--- config.mk ---
export PLATFORM = sky130hd
export DESIGN_NAME = volatility_buf_sched
export DESIGN_NICKNAME = d
export VERILOG_FILES = /design/src/rtl/vol_pkg.sv /design/src/rtl/vol_ptr_file.sv /design/src/rtl/volatility_buf_sched.sv
export SDC_FILE = /design/constraint.sdc
export NUM_CORES = 1
export LEC_CHECK = 0
export BUFFER_PORTS_ARGS = -buffer_cell sky130_fd_sc_hd__buf_2
export CAP_MARGIN = 20
export CORE_ASPECT_RATIO = 0.6
export CORE_MARGIN = 1.5
export CORE_UTILIZATION = 55
export DETAILED_ROUTE_END_ITERATION = 10
export HOLD_SLACK_MARGIN = 0.05
export PLACE_DENSITY = 0.94
export SLEW_MARGIN = 20
export SYNTH_ARGS = -nofsm -noshare
export SYNTH_HDL_FRONTEND = slang
export SYNTH_HIERARCHICAL = 1
export SYNTH_SLANG_ARGS = --single-unit
--- constraint.sdc ---
create_clock -name i_clk -period 5.5 [get_ports i_clk]
set_input_delay 1.1 -clock i_clk [delete_from_list [all_inputs] [get_ports i_clk]]
set_output_delay 1.1 -clock i_clk [all_outputs]
set_load 0.02 [all_outputs]
--- src/rtl/vol_pkg.sv ---
// -----------------------------------------------------------------------------
// vol_pkg
// Shared definitions for the volatility buffer scheduler.
//   vol_state_e : sweep FSM states (IDLE -> SWEEP -> DRAIN -> IDLE)
//   idx_w(n)    : bits needed to index n items (minimum 1)
//   cnt_w(n)    : bits needed to hold a count of 0..n
// -----------------------------------------------------------------------------
package vol_pkg;

  typedef enum logic [1:0] {
    ST_IDLE  = 2'd0,
    ST_SWEEP = 2'd1,
    ST_DRAIN = 2'd2
  } vol_state_e;

  function automatic int idx_w(input int n);
    return (n > 1) ? $clog2(n) : 1;
  endfunction

  function automatic int cnt_w(input int n);
    return (n > 0) ? $clog2(n + 1) : 1;
  endfunction

endpackage

--- src/rtl/vol_ptr_file.sv ---
// -----------------------------------------------------------------------------
// vol_ptr_file
// Per-stock write pointer (0..BUFFER_SIZE-1) and fill count (0..BUFFER_SIZE).
// A write advances the stock's pointer with wrap and saturates its fill count,
// so once a buffer is full the oldest sample is the one being overwritten.
// Ports:
//   i_clk, i_reset_n : clock, synchronous active-low reset (clears all state)
//   i_wr_en          : a sample for i_wr_stock is written this cycle
//   i_wr_stock       : stock being written
//   o_wr_ptr         : current write pointer of i_wr_stock (combinational)
//   i_q_stock        : stock being queried by the sweep side
//   o_q_ptr, o_q_fill: write pointer and fill count of i_q_stock (combinational)
// -----------------------------------------------------------------------------
module vol_ptr_file
  import vol_pkg::*;
#(
  parameter int NUM_STOCKS  = 4,
  parameter int BUFFER_SIZE = 20,
  localparam int SW = idx_w(NUM_STOCKS),
  localparam int PW = idx_w(BUFFER_SIZE),
  localparam int CW = cnt_w(BUFFER_SIZE)
) (
  input  logic          i_clk,
  input  logic          i_reset_n,
  input  logic          i_wr_en,
  input  logic [SW-1:0] i_wr_stock,
  output logic [PW-1:0] o_wr_ptr,
  input  logic [SW-1:0] i_q_stock,
  output logic [PW-1:0] o_q_ptr,
  output logic [CW-1:0] o_q_fill
);

  logic [PW-1:0] ptr_q  [NUM_STOCKS];
  logic [CW-1:0] fill_q [NUM_STOCKS];

  always_ff @(posedge i_clk) begin
    if (!i_reset_n) begin
      for (int s = 0; s < NUM_STOCKS; s++) begin
        ptr_q[s]  <= '0;
        fill_q[s] <= '0;
      end
    end else if (i_wr_en) begin
      if (ptr_q[i_wr_stock] == PW'(BUFFER_SIZE - 1)) begin
        ptr_q[i_wr_stock] <= '0;
      end else begin
        ptr_q[i_wr_stock] <= ptr_q[i_wr_stock] + 1'b1;
      end
      if (fill_q[i_wr_stock] != CW'(BUFFER_SIZE)) begin
        fill_q[i_wr_stock] <= fill_q[i_wr_stock] + 1'b1;
      end
    end
  end

  assign o_wr_ptr = ptr_q[i_wr_stock];
  assign o_q_ptr  = ptr_q[i_q_stock];
  assign o_q_fill = fill_q[i_q_stock];

endmodule

--- src/rtl/volatility_buf_sched.sv ---
// -----------------------------------------------------------------------------
// volatility_buf_sched
// Schedules a single-port RAM holding NUM_STOCKS circular price buffers of
// BUFFER_SIZE entries each. Incoming samples are written at
// stock*BUFFER_SIZE + wr_ptr; a calc request sweeps one stock's buffer from
// oldest to newest and streams the read data out.
//
// Handshakes:
//   price : a sample transfers on a rising edge where i_price_valid and
//           o_price_ready are both 1; the RAM write happens in that same cycle.
//           o_price_ready is 1 in IDLE, 0 on cycles the sweep read wins the
//           RAM and 0 while the offered stock is the one being swept.
//   calc  : i_calc_req is taken only when o_calc_busy is 0; requests while
//           busy are dropped. Output stream o_rd_valid/o_rd_data/o_rd_last has
//           no backpressure; o_calc_done pulses with o_rd_last (or alone, one
//           cycle after the request, for an empty buffer).
//
// Ports:
//   i_clk, i_reset_n             : clock, synchronous active-low reset
//   i_price_valid/stock, i_price : sample offer;  o_price_ready : accept
//   i_calc_req, i_calc_stock     : sweep request;  o_calc_busy  : FSM not IDLE
//   o_mem_addr/we/wdata          : RAM port;  i_mem_rdata : data one cycle
//                                  after a read address
//   o_rd_data/valid/last         : sweep output stream
//   o_calc_done                  : one-cycle end-of-sweep pulse
//   o_fill_count                 : fill level of i_calc_stock
//   o_dbg_state                  : FSM state (vol_state_e encoding)
//   o_stall_cnt                  : only with VOL_SCHED_STATS_EN defined;
//                                  saturating count of valid&!ready cycles
// -----------------------------------------------------------------------------
module volatility_buf_sched
  import vol_pkg::*;
#(
  parameter int NUM_STOCKS  = 4,
  parameter int BUFFER_SIZE = 20,
  parameter int DATA_W      = 32,
  localparam int SW = idx_w(NUM_STOCKS),
  localparam int PW = idx_w(BUFFER_SIZE),
  localparam int CW = cnt_w(BUFFER_SIZE),
  localparam int AW = idx_w(NUM_STOCKS * BUFFER_SIZE)
) (
  input  logic              i_clk,
  input  logic              i_reset_n,
  input  logic              i_price_valid,
  input  logic [SW-1:0]     i_price_stock,
  input  logic [DATA_W-1:0] i_price,
  output logic              o_price_ready,
  input  logic              i_calc_req,
  input  logic [SW-1:0]     i_calc_stock,
  output logic              o_calc_busy,
  output logic [AW-1:0]     o_mem_addr,
  output logic              o_mem_we,
  output logic [DATA_W-1:0] o_mem_wdata,
  input  logic [DATA_W-1:0] i_mem_rdata,
  output logic [DATA_W-1:0] o_rd_data,
  output logic              o_rd_valid,
  output logic              o_rd_last,
  output logic              o_calc_done,
  output logic [CW-1:0]     o_fill_count,
  output logic [1:0]        o_dbg_state
`ifdef VOL_SCHED_STATS_EN
  ,
  output logic [31:0]       o_stall_cnt
`endif
);

  vol_state_e    state_q, state_d;
  logic [SW-1:0] sweep_stock_q;
  logic [AW-1:0] sweep_base_q;
  logic [PW-1:0] rd_ptr_q;
  logic [CW-1:0] left_q;      // reads still to be issued
  logic          prio_wr_q;   // 1: write wins the next contended cycle
  logic          rd_valid_q;
  logic          rd_last_q;

  logic [PW-1:0] wr_ptr;
  logic [PW-1:0] q_ptr;
  logic [CW-1:0] q_fill;

  logic          busy;
  logic          blocked;
  logic          wr_pend;
  logic          rd_pend;
  logic          wr_gnt;
  logic          rd_gnt;
  logic          req_acc;
  int            start_i;
  logic [PW-1:0] start_ptr;
  logic [AW-1:0] wr_addr;
  logic [AW-1:0] rd_addr;

  vol_ptr_file #(
    .NUM_STOCKS  (NUM_STOCKS),
    .BUFFER_SIZE (BUFFER_SIZE)
  ) u_ptr_file (
    .i_clk      (i_clk),
    .i_reset_n  (i_reset_n),
    .i_wr_en    (wr_gnt),
    .i_wr_stock (i_price_stock),
    .o_wr_ptr   (wr_ptr),
    .i_q_stock  (i_calc_stock),
    .o_q_ptr    (q_ptr),
    .o_q_fill   (q_fill)
  );

  // RAM arbitration. A write to the stock under sweep is held off entirely so
  // the sweep sees a stable buffer; other writes share the port with the sweep
  // reads, alternating on contended cycles.
  always_comb begin
    busy    = (state_q != ST_IDLE);
    blocked = busy && (i_price_stock == sweep_stock_q);
    wr_pend = i_reset_n && i_price_valid && !blocked;
    rd_pend = i_reset_n && (state_q == ST_SWEEP);
    rd_gnt  = rd_pend && !(wr_pend && prio_wr_q);
    wr_gnt  = wr_pend && !rd_gnt;
    req_acc = i_reset_n && (state_q == ST_IDLE) && i_calc_req;
  end

  // Oldest entry = (wr_ptr - fill) mod BUFFER_SIZE. A same-cycle write to the
  // requested stock is not part of the snapshot.
  always_comb begin
    start_i = int'(q_ptr) - int'(q_fill);
    if (start_i < 0) begin
      start_i = start_i + BUFFER_SIZE;
    end
    start_ptr = PW'(start_i);
  end

  always_comb begin
    state_d = state_q;
    case (state_q)
      ST_IDLE: begin
        if (req_acc) begin
          state_d = (q_fill == '0) ? ST_DRAIN : ST_SWEEP;
        end
      end
      ST_SWEEP: begin
        if (rd_gnt && (left_q == CW'(1))) begin
          state_d = ST_DRAIN;
        end
      end
      ST_DRAIN: state_d = ST_IDLE;
      default:  state_d = ST_IDLE;
    endcase
  end

  always_ff @(posedge i_clk) begin
    if (!i_reset_n) begin
      state_q <= ST_IDLE;
    end else begin
      state_q <= state_d;
    end
  end

  always_ff @(posedge i_clk) begin
    if (!i_reset_n) begin
      sweep_stock_q <= '0;
      sweep_base_q  <= '0;
      rd_ptr_q      <= '0;
      left_q        <= '0;
      prio_wr_q     <= 1'b1;
      rd_valid_q    <= 1'b0;
      rd_last_q     <= 1'b0;
    end else begin
      rd_valid_q <= rd_gnt;
      rd_last_q  <= rd_gnt && (left_q == CW'(1));
      if (rd_pend && wr_pend) begin
        prio_wr_q <= !prio_wr_q;
      end
      if (req_acc) begin
        sweep_stock_q <= i_calc_stock;
        sweep_base_q  <= AW'(int'(i_calc_stock) * BUFFER_SIZE);
        rd_ptr_q      <= start_ptr;
        left_q        <= q_fill;
      end else if (rd_gnt) begin
        // A lost arbitration cycle leaves rd_ptr_q untouched, so the same
        // address is re-presented next cycle.
        if (rd_ptr_q == PW'(BUFFER_SIZE - 1)) begin
          rd_ptr_q <= '0;
        end else begin
          rd_ptr_q <= rd_ptr_q + 1'b1;
        end
        left_q <= left_q - 1'b1;
      end
    end
  end

  assign wr_addr = AW'(int'(i_price_stock) * BUFFER_SIZE + int'(wr_ptr));
  assign rd_addr = sweep_base_q + AW'(rd_ptr_q);

  assign o_price_ready = i_reset_n && !blocked && !rd_gnt;
  assign o_calc_busy   = i_reset_n && busy;
  assign o_mem_we      = wr_gnt;
  assign o_mem_addr    = wr_gnt ? wr_addr : rd_addr;
  assign o_mem_wdata   = i_price;
  assign o_rd_data     = i_mem_rdata;
  assign o_rd_valid    = i_reset_n && rd_valid_q;
  assign o_rd_last     = i_reset_n && rd_last_q;
  assign o_calc_done   = i_reset_n && (state_q == ST_DRAIN);
  assign o_fill_count  = q_fill;
  assign o_dbg_state   = state_q;

`ifdef VOL_SCHED_STATS_EN
  logic [31:0] stall_q;

  always_ff @(posedge i_clk) begin
    if (!i_reset_n) begin
      stall_q <= '0;
    end else if (i_price_valid && !o_price_ready && (stall_q != '1)) begin
      stall_q <= stall_q + 1'b1;
    end
  end

  assign o_stall_cnt = stall_q;
`endif

endmodule

==> results of run 1 <==
sequential cells by signal (all words and copies together), names as in the netlist:
| signal | cells |
|---|---|
| left_q | 5 |
| rd_ptr_q | 5 |
| u_ptr_file/fill_q | 20 |
| u_ptr_file/ptr_q | 20 |
| sweep_stock_q | 1 |
| rd_valid_q | 1 |
| o_dbg_state | 2 |
| prio_wr_q | 1 |
| sweep_base_q | 1 |
| rd_last_q | 1 |
cell families (layout without fill, tap and decap cells):
group | Yosys count | in the layout
muxes | 33 | 33
DFF | 57 | 57
adders and majority gates | 21 | 21
and+or+nand+nor | 119 | 119
AOI/OAI and AO/OA | 60 | 60
buffers and inverters | 105 | 70
xor gates and xnor gates | 19 | 19
metrics by stage:
stage          utilization (%)  power (uW)
2_1_floorplan                -         816
3_3_place_gp              54.0         813
3_5_place_dp              54.0         832
4_1_cts                   58.4        1440
5_1_grt                   58.4        1500
6_report                  58.4        1440
path summary, 6_finish.rpt:
check	to	slack (ns)	cells after the start
max	o_mem_addr[3]	1.07	7
max reg2reg	u_ptr_file/fill_q[0][4]	2.19	8
min	sweep_stock_q[0]	0.53	2
min reg2reg	sweep_stock_q[0]	0.53	2
cell usage in the layout, fill, tap and decap left out, types with 3 or more instances in the layout:
master	count
a21o_1	3
a21oi_1	16
and2_1	3
buf_2	27
clkbuf_16	9
dfxtp_1	17
edfxtp_1	40
ha_1	19
inv_1	25
mux2_2	7
mux2i_1	6
mux4_1	7
mux4_2	13
nand2_1	17
nand2b_1	3
nand3_1	14
nand3b_1	3
nor2_1	41
nor2b_1	7
nor3_1	12
nor3_2	3
o21ai_0	17
o22ai_1	5
or3_1	3
xnor2_1	10
xor2_1	9
layer usage:
metal  wire [um]  track usage (%)
met1        3840             34.4
met2        4310             35.2
met3        1340             13.0
met4         208             10.0
met5           0                0
where the power goes:
group	internal, uW	switching [uW]
sequential	489	30.9
clock	400	208
combinational	125	187
total	1010	425
final cells by class:
type                    instances  share of cell area [%]
repair buffers                 29                    3.48
clock inverters                 7                    2.35
clock buffers                   9                    5.22
well taps                     104                    3.02
flip-flops and latches         57                    35.7
multi-input cells             252                    48.0
inverters                      25                    2.18
critical path: stages:
cell	delay [ns]
buf_2	0.40
mux4_1	0.74
ha_1	0.26
inv_1	0.09
fa_1	0.43
mux2i_1	0.13
buf_2	0.18
==> results_dict.tcl, run 1 <==
set metrics [dict create \
    synth_ff_type "edfxtp_1" \
    multiInputGateArea_mm2 0.00207 \
    fp.dieH_um 71.3 \
    cts.sinks 57 \
    synthArstFlopShare_pct 0 \
    grt_pass1_vias 3000 \
    required_ns 4.40 \
    arrival_ns 3.33 \
    ys_seq_area_share_pct 36.0 \
    synth_edf_count 40 \
    cts_hold_buf 0 \
    die-area_mm2 0.00833 \
    fmax_mhz 226 \
    skew_ns 0.00566 \
    endpoint_kind "output pin" \
    netlist_top_cells_area "edfxtp_1 (28%), buf_4 (11%), dfxtp_1 (8.0%)" \
    synth_xor_area_share_pct 3.89 \
    cts_root_buffer "clkbuf_16" \
    cap_violations 0 \
    syn2layout_area_growth_pct 0.819 \
    period_share_pct 80.6 \
    leakagePower_uw 0.00172 \
    final_cell_area_mm2 0.00431 \
    synth_most_common_cell "buf_4" \
    grt_first_pass_wirelength_um 15700 \
    place_ws_ns 1.08 \
    grt_max_degree 31 \
    drc 0 \
    antenna-diode-count 0 \
    grt_setup_unrepaired "false" \
    ys_ff_latch 57 \
    layout.nets 467 \
    avgSynthCellArea_um2 10.3 \
    cts_tree "done" \
    viasPerCell 6.33 \
    min_from "sweep_stock_q[0]" \
    relSlewSlack_pct 19.6 \
    netlist_instances 414 \
    critPathMaxFanout 19 \
    drt_iter0_drc 306 \
    synthSimpleGateAreaFrac_pct 14.7 \
    grt_remaining_overflow 0 \
    clock_tree.buffer_depth 2 \
    worst_slack_ns 1.07 \
    synthAdderAreaFrac_pct 6.49 \
    holdWs_ns 0.531 \
    insertion_delay_ns 0.33 \
    wirelength_um 9700 \
    syn_area_mm2 0.00428 \
    r2r-start "sweep_stock_q[0]" \
    track_usage_pct 25.5 \
    crit_type "input pin to output pin" \
    ant_nets 0 \
    antenna_found_initial 0 \
    ys_top_cells_by_count "buf_4 (64), nor2_1 (41), edfxtp_1 (40)" \
    min_period_ns 4.43 \
    startpoint "i_price_stock[0]" \
    rows 24 \
    htree_levels 3 \
    hpwlAfterDp_um 7140 \
    cts_buffers 9 \
    worstMarginPinSlew_ns 1.19 \
    io-pin-count 156 \
    ys_warn_count 6 \
    gp_congestion 0.953 \
    cts_setup_buffers 0 \
    start_util_pct 57.9 \
    final_cells 483 \
    synth_mux_area_share_pct 14.4 \
    netlist.area_leader.share_pct 28.1 \
    status "complete, no violations" \
    cts_resized 0 \
    core_mm2 0.00739 \
    dp_cells 467 \
    cp-start-kind "input pin" \
    ir_drop_mv 0.251 \
    final-max-slew-violation-count 0 \
    seq_area_mm2 0.00154 \
    path_clk_slew_ns 0.05 \
    hold_path_class "flop to flop" \
    dr_total_vias 3056 \
    wl_per_cell_um 20.1 \
    fin_setup_tns_ns 0 \
    p_per_area_mw_per_mm2 334 \
    die_w_um 117 \
    hold_violations 0 \
    synth_top_family_by_area "buffers and inverters" \
    drive_above_1_share_pct 20.1 \
    synth.distinct_cells 58 \
    synth_fp_nets 507 \
    drt_pass1_iterations 5 \
    synth_compound_area_share_pct 8.98 \
    synth.largest_area_cell "edfxtp_1" \
    finalSetupViolations 0 \
    final.fill_count 594 \
    place_area_mm2 0.00399 \
    io_buffers 27 \
]
Note: power is estimated with default switching activity, not from simulation.
==> run 2: changes to the inputs <==
--- a/config.mk
+++ b/config.mk
@@ -9,10 +9,10 @@
 export CAP_MARGIN = 20
 export CORE_ASPECT_RATIO = 0.6
 export CORE_MARGIN = 1.5
-export CORE_UTILIZATION = 55
+export CORE_UTILIZATION = 51
 export DETAILED_ROUTE_END_ITERATION = 10
 export HOLD_SLACK_MARGIN = 0.05
-export PLACE_DENSITY = 0.94
+export PLACE_DENSITY = 0.88
 export SLEW_MARGIN = 20
 export SYNTH_ARGS = -nofsm -noshare
 export SYNTH_HDL_FRONTEND = slang
==> constraint.sdc (replaced) <==
create_clock -name i_clk -period 4.1 [get_ports i_clk]
set_input_delay 0.82 -clock i_clk [delete_from_list [all_inputs] [get_ports i_clk]]
set_output_delay 0.82 -clock i_clk [all_outputs]
set_load 0.02 [all_outputs]
==> run 2 against run 1 <==
Net effect:
- clock skew fell by 0.0021 ns
- cell area rose by 0.32%
- die area rose by 7.6%
- critical endpoint is now o_mem_addr[5]
- critical path type unchanged
- non-clock buffer count rose by 8
==> results_dict.tcl, run 2 (synthesized netlist as in run 1, its figures left out) <==
set metrics [dict create \
    status "complete, no violations" \
    hold_path_class "flop to flop" \
    grt_setup_unrepaired "false" \
    gp_congestion 0.958 \
    antenna-diode-count 0 \
    hold_depth 2 \
    finalSetupViolations 0 \
    fp.dieH_um 73.9 \
    htree_levels 3 \
    arrival_ns 2.82 \
    cts_buffers 9 \
    crit_type "input pin to output pin" \
    reg_top3 "u_ptr_file/fill_q x20, u_ptr_file/ptr_q x20" \
    crit_cells 8 \
    pwr-share-clk_pct 38.1 \
    io-pin-count 156 \
    grt_max_degree 26 \
    drt_pass1_iterations 5 \
    insertion_delay_ns 0.32 \
    leakagePower_uw 0.00174 \
    drt_iter0_drc 284 \
    cts_tree "done" \
    mostFrequentLayoutCell "nor2_1" \
    fmax_mhz 274 \
    cp_slowest_cell "mux4_1" \
    min_from "sweep_stock_q[0]" \
    start_util_pct 53.4 \
    antenna_found_initial 0 \
    wirelength_um 9860 \
    cap_violations 0 \
    cp-start-kind "input pin" \
    r2r-start "u_ptr_file/fill_q[2][1]" \
    cts_root_buffer "clkbuf_16" \
    path_clk_slew_ns 0.05 \
    fin_setup_tns_ns 0 \
    viasPerCell 6.29 \
    cts.sinks 57 \
    hold_violations 0 \
    cp_top_family "multiplexers" \
    clock_tree.buffer_depth 2 \
    path_buf_inv 2 \
    drc 0 \
    layout.nets 475 \
    die-area_mm2 0.00896 \
    worstMarginPinSlew_ns 0.762 \
    drive_above_1_share_pct 20.8 \
    p_comb_share_pct 23.2 \
    p_per_area_mw_per_mm2 419 \
    crit_top_cell "buf_2" \
    relSlewSlack_pct 48.7 \
    hpwlAfterDp_um 7290 \
    die_w_um 121 \
    skew_ns 0.00354 \
    power_frac_seq_pct 38.7 \
    ir_drop_mv 0.320 \
    whs_endpoint "sweep_stock_q[0]" \
    rows 25 \
    track_usage_pct 23.3 \
    final_cells 493 \
    period_share_pct 88.9 \
    final-max-slew-violation-count 0 \
    r2r_cells 8 \
    required_ns 3.28 \
    dr_total_vias 3099 \
    dp_cells 479 \
    grt_pass1_vias 3003 \
    p_switching_uw 525 \
    endpoint_kind "output pin" \
    syn2layout_area_growth_pct 1.14 \
    ant_nets 0 \
    cts_hold_buf 0 \
    grt_first_pass_wirelength_um 15400 \
    r2r_setup_slack_ns 1.30 \
    wl_per_cell_um 20.0 \
    io_buffers 27 \
    cts_resized 0 \
    critPathMaxFanout 9 \
    most-common-layout-cells "nor2_1 (41), edfxtp_1 (40), buf_2 (27)" \
    grt_remaining_overflow 0 \
    path_cells "buf_2, mux4_1, ha_1, a21o_1, a21oi_1, xnor2_1, mux2i_1, buf_2" \
    p_int_uw 1290 \
    cts_setup_buffers 0 \
    p_sw_share_pct 28.9 \
    max_stage_delay_ns 0.72 \
    r2r-end "rd_ptr_q[4]" \
    core_mm2 0.00801 \
    min_period_ns 3.64 \
]
-- run 2: per-stage QoR --
step	setup slack, ns	utilization [%]	hold WS, ns	power, uW	cell area [um2]
after floorplan	0.645	-	0.479	1090	4280
after global placement	0.497	50.6	0.501	1100	4050
after detailed placement	0.457	50.6	0.529	1120	4050
after CTS	0.447	54.0	0.537	1810	4330
after global routing	0.304	54.0	0.570	1890	4330
final	0.455	54.0	0.538	1810	4330
-- run 2: worst max path at each step --
stage	startpoint	endpoint	slack, ns
6_report	i_price_stock[0]	o_mem_addr[5]	0.46
5_1_grt	i_price_stock[0]	o_mem_addr[5]	0.30
4_1_cts	i_price_stock[0]	o_mem_addr[5]	0.45
3_5_place_dp	i_price_stock[0]	o_mem_addr[5]	0.46
3_3_place_gp	i_price_stock[0]	o_mem_addr[5]	0.50
2_1_floorplan	i_price_stock[0]	o_mem_addr[5]	0.65
-- run 2: final cells by class --
cell class	count	area [um2]
timing repair buffer	37	210
clock inverter	4	46.3
clock buffer	10	229
sequential	57	1540
multi-input combinational	252	2070
inverter	25	93.8
tap	108	135
fill	676	3680
-- run 2: worst min-delay path: stages, from the launching register on --
cell     delay (ns)
dfxtp_1        0.35
nand3_1        0.09
nand2_1        0.05
-- run 2: power by group through the flow --
stage	Clock [uW]	Sequential (uW)	Combinational [uW]
after floorplan	0	694	400
after global placement	0	704	394
after detailed placement	0	708	410
after CTS	701	698	415
after global routing	724	704	461
final	692	701	421
-- run 2: layer usage --
layer	up-vias	wire length, um	global-route usage [%]	part of all wire [%]
li1	1362	-	-	-
met1	1484	4270	30.7	43
met2	219	4240	34.8	43
met3	34	1100	9.13	11
met4	0	257	9.41	2.6
met5	-	0	0	0
